### src/rtl/fir_mac_sequencer.sv
// Serial FIR control: zero-fills sample RAM, then steps a shared MAC per sample.
// Optional sticky drop flag (ovf/ovf_clr) built with FIR_SEQ_OVF_FLAG_EN.
module fir_mac_sequencer #(
  parameter int NTAPS   = 64,
  parameter int AW      = 6,
  parameter int DW      = 16,
  parameter int ACCW    = 38,
  parameter int MAC_LAT = 2
) (
  input  logic            clk,
  input  logic            rst_n,
  input  logic            in_valid,
  input  logic [DW-1:0]   in_data,
  output logic            in_ready,
  output logic            sram_we,
  output logic [AW-1:0]   sram_waddr,
  output logic [DW-1:0]   sram_wdata,
  output logic [AW-1:0]   sram_raddr,
  output logic [AW-1:0]   coef_raddr,
  output logic            mac_en,
  output logic            mac_clr,
  output logic            mac_last,
  input  logic [ACCW-1:0] acc_in,
  output logic            out_valid,
  output logic [ACCW-1:0] out_data
`ifdef FIR_SEQ_OVF_FLAG_EN
  ,
  output logic            ovf,
  input  logic            ovf_clr
`endif
);

  localparam int DCW = (MAC_LAT > 1) ? $clog2(MAC_LAT) : 1;
  localparam logic [AW-1:0] LAST = AW'(NTAPS - 1);
  localparam logic [AW:0]   NT   = (AW+1)'(NTAPS);

  typedef enum logic [1:0] {
    INIT,
    IDLE,
    RUN,
    DRAIN
  } state_t;

  state_t          state;
  logic [AW-1:0]   wptr;
  logic [AW-1:0]   wlast;
  logic [AW-1:0]   k;
  logic [DCW-1:0]  d;
  logic            we_q;
  logic [AW-1:0]   waddr_q;
  logic [DW-1:0]   wdata_q;
  logic            accept;
  logic [AW-1:0]   kn;
  logic [AW-1:0]   rd_next;

  // The sample write goes out in the accept cycle itself; otherwise hold.
  assign accept     = in_valid & in_ready;
  assign sram_we    = we_q | accept;
  assign sram_waddr = accept ? wptr : waddr_q;
  assign sram_wdata = accept ? in_data : wdata_q;

  // Next tap index and its circular read address (wlast - kn) mod NTAPS.
  always_comb begin
    kn      = k + AW'(1);
    rd_next = wlast - kn;
    if (kn > wlast)
      rd_next = AW'(NT + {1'b0, wlast} - {1'b0, kn});
  end

  // Sequencer FSM with registered control, address and result outputs.
  always_ff @(posedge clk or negedge rst_n) begin
    if (!rst_n) begin
      state      <= INIT;
      wptr       <= '0;
      wlast      <= '0;
      k          <= '0;
      d          <= '0;
      we_q       <= 1'b0;
      waddr_q    <= '0;
      wdata_q    <= '0;
      in_ready   <= 1'b0;
      sram_raddr <= '0;
      coef_raddr <= '0;
      mac_en     <= 1'b0;
      mac_clr    <= 1'b0;
      mac_last   <= 1'b0;
      out_valid  <= 1'b0;
      out_data   <= '0;
    end else begin
      out_valid <= 1'b0;
      unique case (state)
        INIT: begin
          if (we_q && waddr_q == LAST) begin
            we_q     <= 1'b0;
            wptr     <= '0;
            k        <= '0;
            in_ready <= 1'b1;
            state    <= IDLE;
          end else begin
            we_q    <= 1'b1;
            waddr_q <= k;
            wdata_q <= '0;
            k       <= kn;
          end
        end
        IDLE: begin
          if (in_valid) begin
            waddr_q    <= wptr;
            wdata_q    <= in_data;
            wlast      <= wptr;
            wptr       <= (wptr == LAST) ? '0 : wptr + AW'(1);
            k          <= '0;
            sram_raddr <= wptr;
            coef_raddr <= '0;
            mac_en     <= 1'b1;
            mac_clr    <= 1'b1;
            mac_last   <= 1'b0;
            in_ready   <= 1'b0;
            state      <= RUN;
          end
        end
        RUN: begin
          if (k == LAST) begin
            mac_en   <= 1'b0;
            mac_clr  <= 1'b0;
            mac_last <= 1'b0;
            d        <= '0;
            state    <= DRAIN;
          end else begin
            k          <= kn;
            coef_raddr <= kn;
            sram_raddr <= rd_next;
            mac_clr    <= 1'b0;
            mac_last   <= (kn == LAST);
          end
        end
        DRAIN: begin
          if (d == DCW'(MAC_LAT - 1)) begin
            out_data  <= acc_in;
            out_valid <= 1'b1;
            in_ready  <= 1'b1;
            state     <= IDLE;
          end else begin
            d <= d + DCW'(1);
          end
        end
        default: state <= INIT;
      endcase
    end
  end

`ifdef FIR_SEQ_OVF_FLAG_EN
  // Sticky drop flag; a new drop wins over a same-cycle clear.
  always_ff @(posedge clk or negedge rst_n) begin
    if (!rst_n)
      ovf <= 1'b0;
    else if (in_valid & ~in_ready)
      ovf <= 1'b1;
    else if (ovf_clr)
      ovf <= 1'b0;
  end
`endif

endmodule

### config.mk
export PLATFORM = sky130hd
export DESIGN_NAME = fir_mac_sequencer
export DESIGN_NICKNAME = d
export VERILOG_FILES = /design/src/rtl/fir_mac_sequencer.sv
export SDC_FILE = /design/constraint.sdc
export NUM_CORES = 1
export LEC_CHECK = 0
export BUFFER_PORTS_ARGS = -buffer_cell sky130_fd_sc_hd__buf_4
export CAP_MARGIN = 20
export CORE_ASPECT_RATIO = 0.7
export CORE_MARGIN = 3
export CORE_UTILIZATION = 25
export DETAILED_ROUTE_END_ITERATION = 6
export SLEW_MARGIN = 20
export SYNTH_ARGS = -nofsm -noshare
export SYNTH_HDL_FRONTEND = slang
export SYNTH_SLANG_ARGS = --single-unit
### constraint.sdc
create_clock -name clk -period 2.79 [get_ports clk]
set_clock_uncertainty 0.2 [all_clocks]
set_input_delay 0.4185 -clock clk [delete_from_list [all_inputs] [get_ports clk]]
set_output_delay 0.4185 -clock clk [all_outputs]
set_load 0.03 [all_outputs]
After elaboration in Yosys (flattened, before gate mapping)
Cells that the tools add are included.

Add/subtract/negate cells: 6. Magnitude comparators: 1. Equal/unequal tests: 13. Mux-type cells: 40. Bitwise operators: 2. Reductions and logical operators: 18.

Operators with widths (count): 6-bit two-way mux (11); 16-bit two-way mux (3); 6-bit case mux with 2 select lines (4); 16-bit case mux with 2 select lines (1); 6-bit equality test (second input constant) (4); 6-bit case mux with 3 select lines (1); 3-bit AND reduction (5); 6-bit by 1-bit adder with 6-bit output (second input constant) (2); 2-bit inequality test (second input constant) (6); 6-bit subtractor (2); 1-bit two-way mux (10); 2-bit two-way mux (4); 1-bit case mux with 2 select lines (4); 2-bit case mux with 4 select lines (1); 2-bit AND reduction (4); 4-bit AND reduction (2); 1-bit by 6-bit adder with 6-bit output (first input constant) (1); 6-bit > comparator (1); 2-bit nonzero test (3); 3-bit nonzero test (2); 2-bit equality test (second input constant) (2); 1-bit case mux with 3 select lines (1); 2-bit by 1-bit equality test with 1-bit output (second input constant) (1); 2-bit logical NOT (1); other kinds (4) (4).

Flip-flop bits (word level): 99. Bits of input ports: 57. Output and inout bits: 78. Logic and storage cells: 96.

Depth between registers and ports, before layout
Gate-level depths: netlist of run 1.

Depth in word-level cells: 5. Gate-level depth with buffers: 10. Depth with buffers taken out: 10.

Worst setup path after synthesis of run 1
OpenSTA, ideal clock, no wires.

Path kind: reg2reg. From: reg k[0]. To: reg sram_raddr[5]. Setup time: 95 ps. Arrival time: 2047 ps. Required time: 2495 ps. Path slack: 447 ps. Cell stages (with the launch flop): 11. Path buffers: 0. Clock period less this slack: 2343 ps. Path through: dfrtp_1 ha_1 xor2_1 inv_1 ha_1 a21oi_1 nand2_1 a31oi_1 and3_1 nor3_1 o31ai_1.

Longest elaborated chain between the ends: 5. Elaborated cells between the ends (all ways): 10. Those cells by class: add/sub (3); order compare (1); eq/ne (2); mux (3); reduce/logical (1).

RTL lines: from (decl) (RTL line 47) `logic [AW-1:0] k;`; from (signal assigned) (RTL line 103) `k <= kn;`; from (signal assigned) (RTL line 130) `k <= kn;`; 6-bit by 1-bit adder with 6-bit output (RTL line 64) `kn = k + AW'(1);`; 6-bit subtractor (tied with other cells) (RTL line 65) `rd_next = wlast - kn;`; 6-bit two-way mux (RTL line 66) `if (kn > wlast)`; 6-bit two-way mux (RTL line 123) `if (k == LAST) begin`; 6-bit case mux with 2 select lines (RTL line 91) `unique case (state)`; to (signal assigned) (RTL line 113) `sram_raddr <= wptr;`; to (signal assigned) (RTL line 132) `sram_raddr <= rd_next;`; to (decl) (RTL line 18) `output logic [AW-1:0] sram_raddr,`.

Several ways; a longest one is shown, not always the timed one. The select of a mux whose other input is x is not followed. A chain may end at the register's enable or synchronous reset.

Worst setup path in the final report of run 1
Same ends and word-level chain as after synthesis.

==> impl_metrics.csv, run 1 <==
group,metric,value,unit
yosys,synth.ff_latch_count,99,
cts,cts_inserted_buffers,9,
yosys,synth-main-ff-cell,"dfrtp_1",
timing,finalHoldViolCount,0,
placed_design,dp.final_hpwl,8820,µm
power_and_ir_drop,powerDensity,1220,mW/mm²
min_path,min_from,"acc_in[19]",
worst_setup_path,end_kind,"flop",
run_status,outcome,"completed",
placed_design,dp.cells,788,
detailed_routing,wl,11700,µm
worst_setup_path,r2r_slack,150,ps
power_and_ir_drop,power.leakage,2.92,nW
timing,slew_viol_final,0,
cts,cts_buffer_depth,2,
detailed_routing,drt_iter0_drc,152,
timing,setup_viol,0,
worst_setup_path,required,2840,ps
worst_setup_path,r2r-start,"k[0]$_DFFE_PN0P_",
grt,grt_pass1_vias,3642,
floorplan,boundaryPins,135,
cts,cts_tree,"yes",
detailed_routing,wl_met1,5490,µm
layout,final_util,0.343,
yosys,synth_area_leaders,"dfrtp_1, mux2_2, nand2_1",
floorplan,start_util,0.257,
yosys,synth_top_area_share,0.528,
min_path,hold_depth,2,
yosys,ys_seq_area_frac,0.528,
cts,htree_levels,3,
power_and_ir_drop,total_power,7.61,mW
floorplan,die_area,0.0205,mm²
run,drv_cap,0,
grt,grt_usage,0.115,
detailed_routing,met2_length,5450,µm
detailed_routing,via_per_inst,4.43,
yosys,yosys.area.top_type,"dfrtp_1",
layout,finalNonFillerCells,804,
yosys,ys_warn_count,0,
detailed_routing,firstDrtPassIters,4,
floorplan,fp.dieH,121,µm
timing,finalWorstSetupSlack,151,ps
layout,finalNetCount,634,
power_and_ir_drop,vdd_drop_max,0.000299,V
layout,diodes,0,
yosys,yosysUniqueCellTypes,39,
worst_setup_path,worstRegToRegCells,10,
timing,clock.fmax,0.379,GHz
timing,worstMarginPinSlew,681,ps
timing,fin_crit,2640,ps
grt,antenna_found_initial,0,
worst_setup_path,path_class,"flop to flop",
placed_design,place_congestion,0.882,
min_path,min_to,"out_data[19]$_DFFE_PN0P_",
timing,maxSlewHeadroom,0.546,
yosys,synth_area_per_cell,10.9,µm²
layout,area_growth,33.4,%
yosys,synth_edf_count,0,
timing,rsz0062_at_grt,"false",
detailed_routing,top_layer,"met4",
layout,final_layout_size_suffix_gt1_frac,0.401,
yosys,synthArstFlopShare,1.00,
worst_setup_path,worst-endpoint-arrival,2690,ps
detailed_routing,dr_total_vias,3565,
worst_setup_path,r2r_end,"sram_raddr[5]$_DFFE_PN0P_",
worst_setup_path,crit_fanout,8,
grt,grt_start_max_net_pins,51,
detailed_routing,route.met3.wl,700,µm
detailed_routing,drc_errors,0,
timing,final.setup.tns,0,ps
worst_setup_path,startpoint_type,"flop",
timing,finalCritPeriodShare,0.946,
grt,grt_pass1_wl,18800,µm
layout,multi_input_area,0.00208,mm²
yosys,syn_nets,501,
grt,grt_overflow,0,
cts,clock-root-buffer,"clkbuf_16",
detailed_routing,wl_per_cell,14.6,µm
cts,clk_latency,340,ps
detailed_routing,antenna_left,0,
placed_design,pre_cts_ws,162,ps
layout,nFillCells,1854,
cts,cts_sinks,99,
min_path,hp-class,"input port to flop",
floorplan,core-area,0.0182,mm²
placed_design,io_buffers,134,
floorplan,fp-row-count,41,
cts,clk_pin_slew,70,ps
yosys,synth_area,0.00469,mm²
floorplan,die_w,170,µm
layout,regArea,0.00248,mm²
yosys,netlist_instances,431,
## cell families (layout without fill, tap and decap cells)
logic type	Yosys count	after routing	share of synthesized area
multiplexers	73	73	0.173
flip-flops	99	99	0.528
AO/OA/AOI/OAI	82	82	0.101
XOR/XNOR	8	8	0.0195
buffers and inverters	34	171	0.0291
AND/OR/NAND/NOR	122	122	0.113
adder cells (fa/ha/maj)	13	13	0.0363
## final cells by class
class | instances | area share
Tap cell | 236 | 0.0472
Multi-Input combinational cell | 298 | 0.332
Timing Repair Buffer | 144 | 0.175
Clock buffer | 11 | 0.0372
Inverter | 12 | 0.00720
Clock inverter | 4 | 0.00460
Sequential cell | 99 | 0.396
## repair_timing
item	in CTS	in global routing
buffers inserted	0	0
resized for setup	0	1
endpoints found under the hold margin	49	0
hold buffers	1	0
endpoints found under the setup margin	0	1
## synthesized netlist by cell type, types with 2 or more instances
library cell  count
dfrtp_1          99
xor2_1            4
clkbuf_1         13
a22o_1            2
a21oi_1          12
or2_2             3
nor2b_1           4
mux2_2           64
nor2_1           17
nand4_1           4
nand2_1          72
o31ai_1           8
mux2i_1           9
and3_1            2
o21ai_0          50
xnor2_1           2
ha_1             12
buf_2             7
nor3_1            2
nand3_1          10
buf_1             2
a221oi_1          2
inv_1            12
nand2b_1          4
## layer usage
metal  vias to the layer above  global-route usage
met4                         0              0.0260
met2                       101               0.185
met1                      1701               0.152
met3                         7              0.0337
met5                         -                   0
li1                       1756                   -
## report_power, final
group	internal [mW]	leakage [nW]	switching, mW
clock network	0.600	0.122	0.526
logic	1.69	1.55	2.45
registers	1.99	1.25	0.359
## state kept, by name, summed over array words and instances (netlist names), 2 cells and up
| signal | cells |
|---|---|
| state | 2 |
| k | 6 |
| wlast | 6 |
| out_data | 38 |
| waddr_q | 6 |
| wptr | 6 |
| coef_raddr | 6 |
| wdata_q | 16 |
| sram_raddr | 6 |
## worst max path at each step
| stage | from | to | slack (ps) | cells past startpoint |
|---|---|---|---|---|
| 3_3_place_gp | k[0]$_DFFE_PN0P_ | sram_raddr[5]$_DFFE_PN0P_ | 310 | 10 |
| 4_1_cts | k[0]$_DFFE_PN0P_ | sram_raddr[5]$_DFFE_PN0P_ | 150 | 10 |
| 3_5_place_dp | k[0]$_DFFE_PN0P_ | sram_raddr[5]$_DFFE_PN0P_ | 160 | 10 |
| 6_report | k[0]$_DFFE_PN0P_ | sram_raddr[5]$_DFFE_PN0P_ | 150 | 10 |
| 2_1_floorplan | k[0]$_DFFE_PN0P_ | sram_raddr[5]$_DFFE_PN0P_ | 450 | 10 |
| 5_1_grt | k[0]$_DFFE_PN0P_ | sram_raddr[5]$_DFFE_PN0P_ | 5 | 10 |
## worst max-delay path, cell delays in order (launching register included)
cell and delay (ps):
dfrtp_2 460, ha_1 270, xor2_1 220, inv_1 100, ha_1 340, a21oi_1 160, nand2_1 100, a31oi_1 230
and3_1 200, nor3_1 50, o31ai_1 220
## through the flow
step                      cell area [µm²]  hold WS, ps
final                                6250          109
after global routing                 6250         88.0
after CTS                            6250         85.0
after detailed placement             5980          270
after global placement               5980          259
after floorplan                      4690        -77.1
## cell usage in the layout, fill, tap and decap left out, types with 2 or more instances in the layout
cell type and instances:
a21oi_1 12, a221oi_1 2, a22o_1 2, and3_1 2, buf_4 142, clkbuf_1 2, clkbuf_16 9, clkinvlp_4 2
dfrtp_1 98, ha_1 12, inv_1 12, mux2_2 64, mux2i_1 9, nand2_1 71, nand2b_1 4, nand3_1 10
nand4_1 4, nor2_1 17, nor2b_1 4, nor3_1 2, o21ai_0 50, o31ai_1 8, or2_2 3, xnor2_1 2
xor2_1 4
No activity file was read; power rests on OpenSTA's default activity.
==> inputs of run 2 (changes only) <==
--- a/config.mk
+++ b/config.mk
@@ -7,10 +7,11 @@
 export LEC_CHECK = 0
 export BUFFER_PORTS_ARGS = -buffer_cell sky130_fd_sc_hd__buf_4
 export CAP_MARGIN = 20
-export CORE_ASPECT_RATIO = 0.7
+export CORE_ASPECT_RATIO = 0.9
 export CORE_MARGIN = 3
 export CORE_UTILIZATION = 25
 export DETAILED_ROUTE_END_ITERATION = 6
+export GPL_TIMING_DRIVEN = 1
 export SLEW_MARGIN = 20
 export SYNTH_ARGS = -nofsm -noshare
 export SYNTH_HDL_FRONTEND = slang
==> impl_metrics.csv, run 2 (synthesized netlist as in run 1, its figures left out) <==
group,metric,value,unit
run_status,outcome,"completed",
worst_setup_path,path_class,"flop to flop",
cts,clock-root-buffer,"clkbuf_16",
grt,gr-usage-met3,0.0283,
timing,finalHoldViolCount,0,
cts,cts_setup_buffers,0,
floorplan,start_util,0.260,
timing,clock.fmax,0.388,GHz
cts,cts_buffer_depth,2,
detailed_routing,dr_total_vias,3650,
layout,area_growth,35.8,%
worst_setup_path,required,2850,ps
detailed_routing,antenna_left,0,
min_path,hold_depth,2,
worst_setup_path,r2r_slack,210,ps
worst_setup_path,worst-endpoint-arrival,2640,ps
grt,antenna_found_initial,0,
timing,slew_viol_final,0,
worst_setup_path,startpoint,"k[0]$_DFFE_PN0P_",
grt,use_met2,0.194,
worst_setup_path,crit_fanout,8,
cts,cts_tree,"yes",
cts,htree_levels,3,
floorplan,boundaryPins,135,
grt,grt.busiest_layer,"met2",
layout,mostFrequentLayoutCells,"buf_4, dfrtp_1, nand2_1",
min_path,min_to,"out_data[14]$_DFFE_PN0P_",
timing,finalCritPeriodShare,0.925,
placed_design,io_buffers,134,
timing,worst_hold_slack,107,ps
cts,cts_sinks,99,
min_path,hp-class,"input port to flop",
floorplan,die_w,150,µm
detailed_routing,drt_iter0_drc,159,
cts,clk_pin_slew,70,ps
worst_setup_path,worstRegToRegCells,10,
min_path,min_from,"acc_in[14]",
placed_design,place_congestion,0.861,
layout,diodes,0,
power_and_ir_drop,powerDensity,1240,mW/mm²
layout,reg_top3,"out_data x38, wdata_q x16",
timing,maxSlewHeadroom,0.652,
grt,grt_util_met1,0.144,
power_and_ir_drop,power.leakage,2.99,nW
timing,worstMarginPinSlew,522,ps
grt,grt_overflow,0,
grt,grt_usage,0.116,
timing,final.setup.tns,0,ps
run,drv_cap,0,
timing,rsz0062_at_grt,"false",
timing,fin_crit,2580,ps
detailed_routing,firstDrtPassIters,4,
cts,ctsResizeCount,0,
worst_setup_path,startpoint_type,"flop",
detailed_routing,wl,11700,µm
floorplan,die_area,0.0204,mm²
layout,final_common_cell,"buf_4",
detailed_routing,wl_per_cell,14.4,µm
grt,grt_pass1_vias,3825,
layout,finalNetCount,638,
detailed_routing,drc_errors,0,
cts,cts_inserted_buffers,9,
layout,largest_reg_flops,38,
power_and_ir_drop,vdd_drop_max,0.000415,V
floorplan,fp.dieH,136,µm
placed_design,dp.final_hpwl,8570,µm
layout,regMostFlops,"out_data",
cts,clk_latency,340,ps
floorplan,fp-row-count,46,
worst_setup_path,end_kind,"flop",
grt,grt_start_max_net_pins,100,
timing,setup_viol,0,
floorplan,core-area,0.0180,mm²
worst_setup_path,r2r-start,"k[0]$_DFFE_PN0P_",
grt,grt_pass1_wl,18900,µm
layout,final_layout_size_suffix_gt1_frac,0.407,
worst_setup_path,r2r_end,"sram_raddr[5]$_DFFE_PN0P_",
detailed_routing,via_per_inst,4.49,
==> run 2: per-stage QoR <==
stage	instances	util	power, mW	cell area (µm²)	worst slack (ps)
floorplan	431	-	5.14	4690	447
global placement	796	0.334	6.46	6020	312
detailed placement	796	0.334	6.57	6020	274
CTS	813	0.354	8.06	6370	247
global route	813	0.354	8.50	6370	18.8
finish	813	0.354	7.92	6370	210
==> run 2: worst max path at each step <==
stage,end,slack (ps)
global placement,sram_raddr[5]$_DFFE_PN0P_,310
finish,sram_raddr[5]$_DFFE_PN0P_,210
floorplan,sram_raddr[5]$_DFFE_PN0P_,450
global route,sram_raddr[3]$_DFFE_PN0P_,20
CTS,sram_raddr[5]$_DFFE_PN0P_,250
detailed placement,sram_raddr[5]$_DFFE_PN0P_,270
==> run 2: critical path: stages, from the launching register on <==
cell and delay, ps:
dfrtp_1 470, ha_1 290, xor2_1 210, inv_1 90, ha_1 330, a21oi_1 140
nand2_1 90, a31oi_1 210, and3_1 190, nor3_1 50, o31ai_1 210
==> run 2: where the power goes <==
group | internal (mW) | total [mW] | switching [mW]
clock network | 0.898 | 1.42 | 0.525
logic | 1.71 | 4.16 | 2.44
registers | 1.99 | 2.34 | 0.357
==> run 2: area by class of cell <==
class	instances	area, µm²
Inverter	12	45.0
Tap cell	240	300
Clock buffer	11	243
Sequential cell	99	2480
Fill cell	1801	11600
Clock inverter	5	100
Multi-Input combinational cell	298	2080
Timing Repair Buffer	148	1130
==> run 2: timing repair <==
item / in CTS / in global routing
setup endpoints to repair: 0 / 0
endpoints found under the hold margin: 99 / 0
hold buffers: 1 / 0
==> run 2: routing by layer <==
metal | wire length, µm | vias to the layer above | part of all wire
li1 | - | 1763 | -
met1 | 5140 | 1760 | 0.44
met2 | 5660 | 112 | 0.48
met3 | 668 | 15 | 0.057
met4 | 234 | 0 | 0.020
met5 | 0 | - | 0
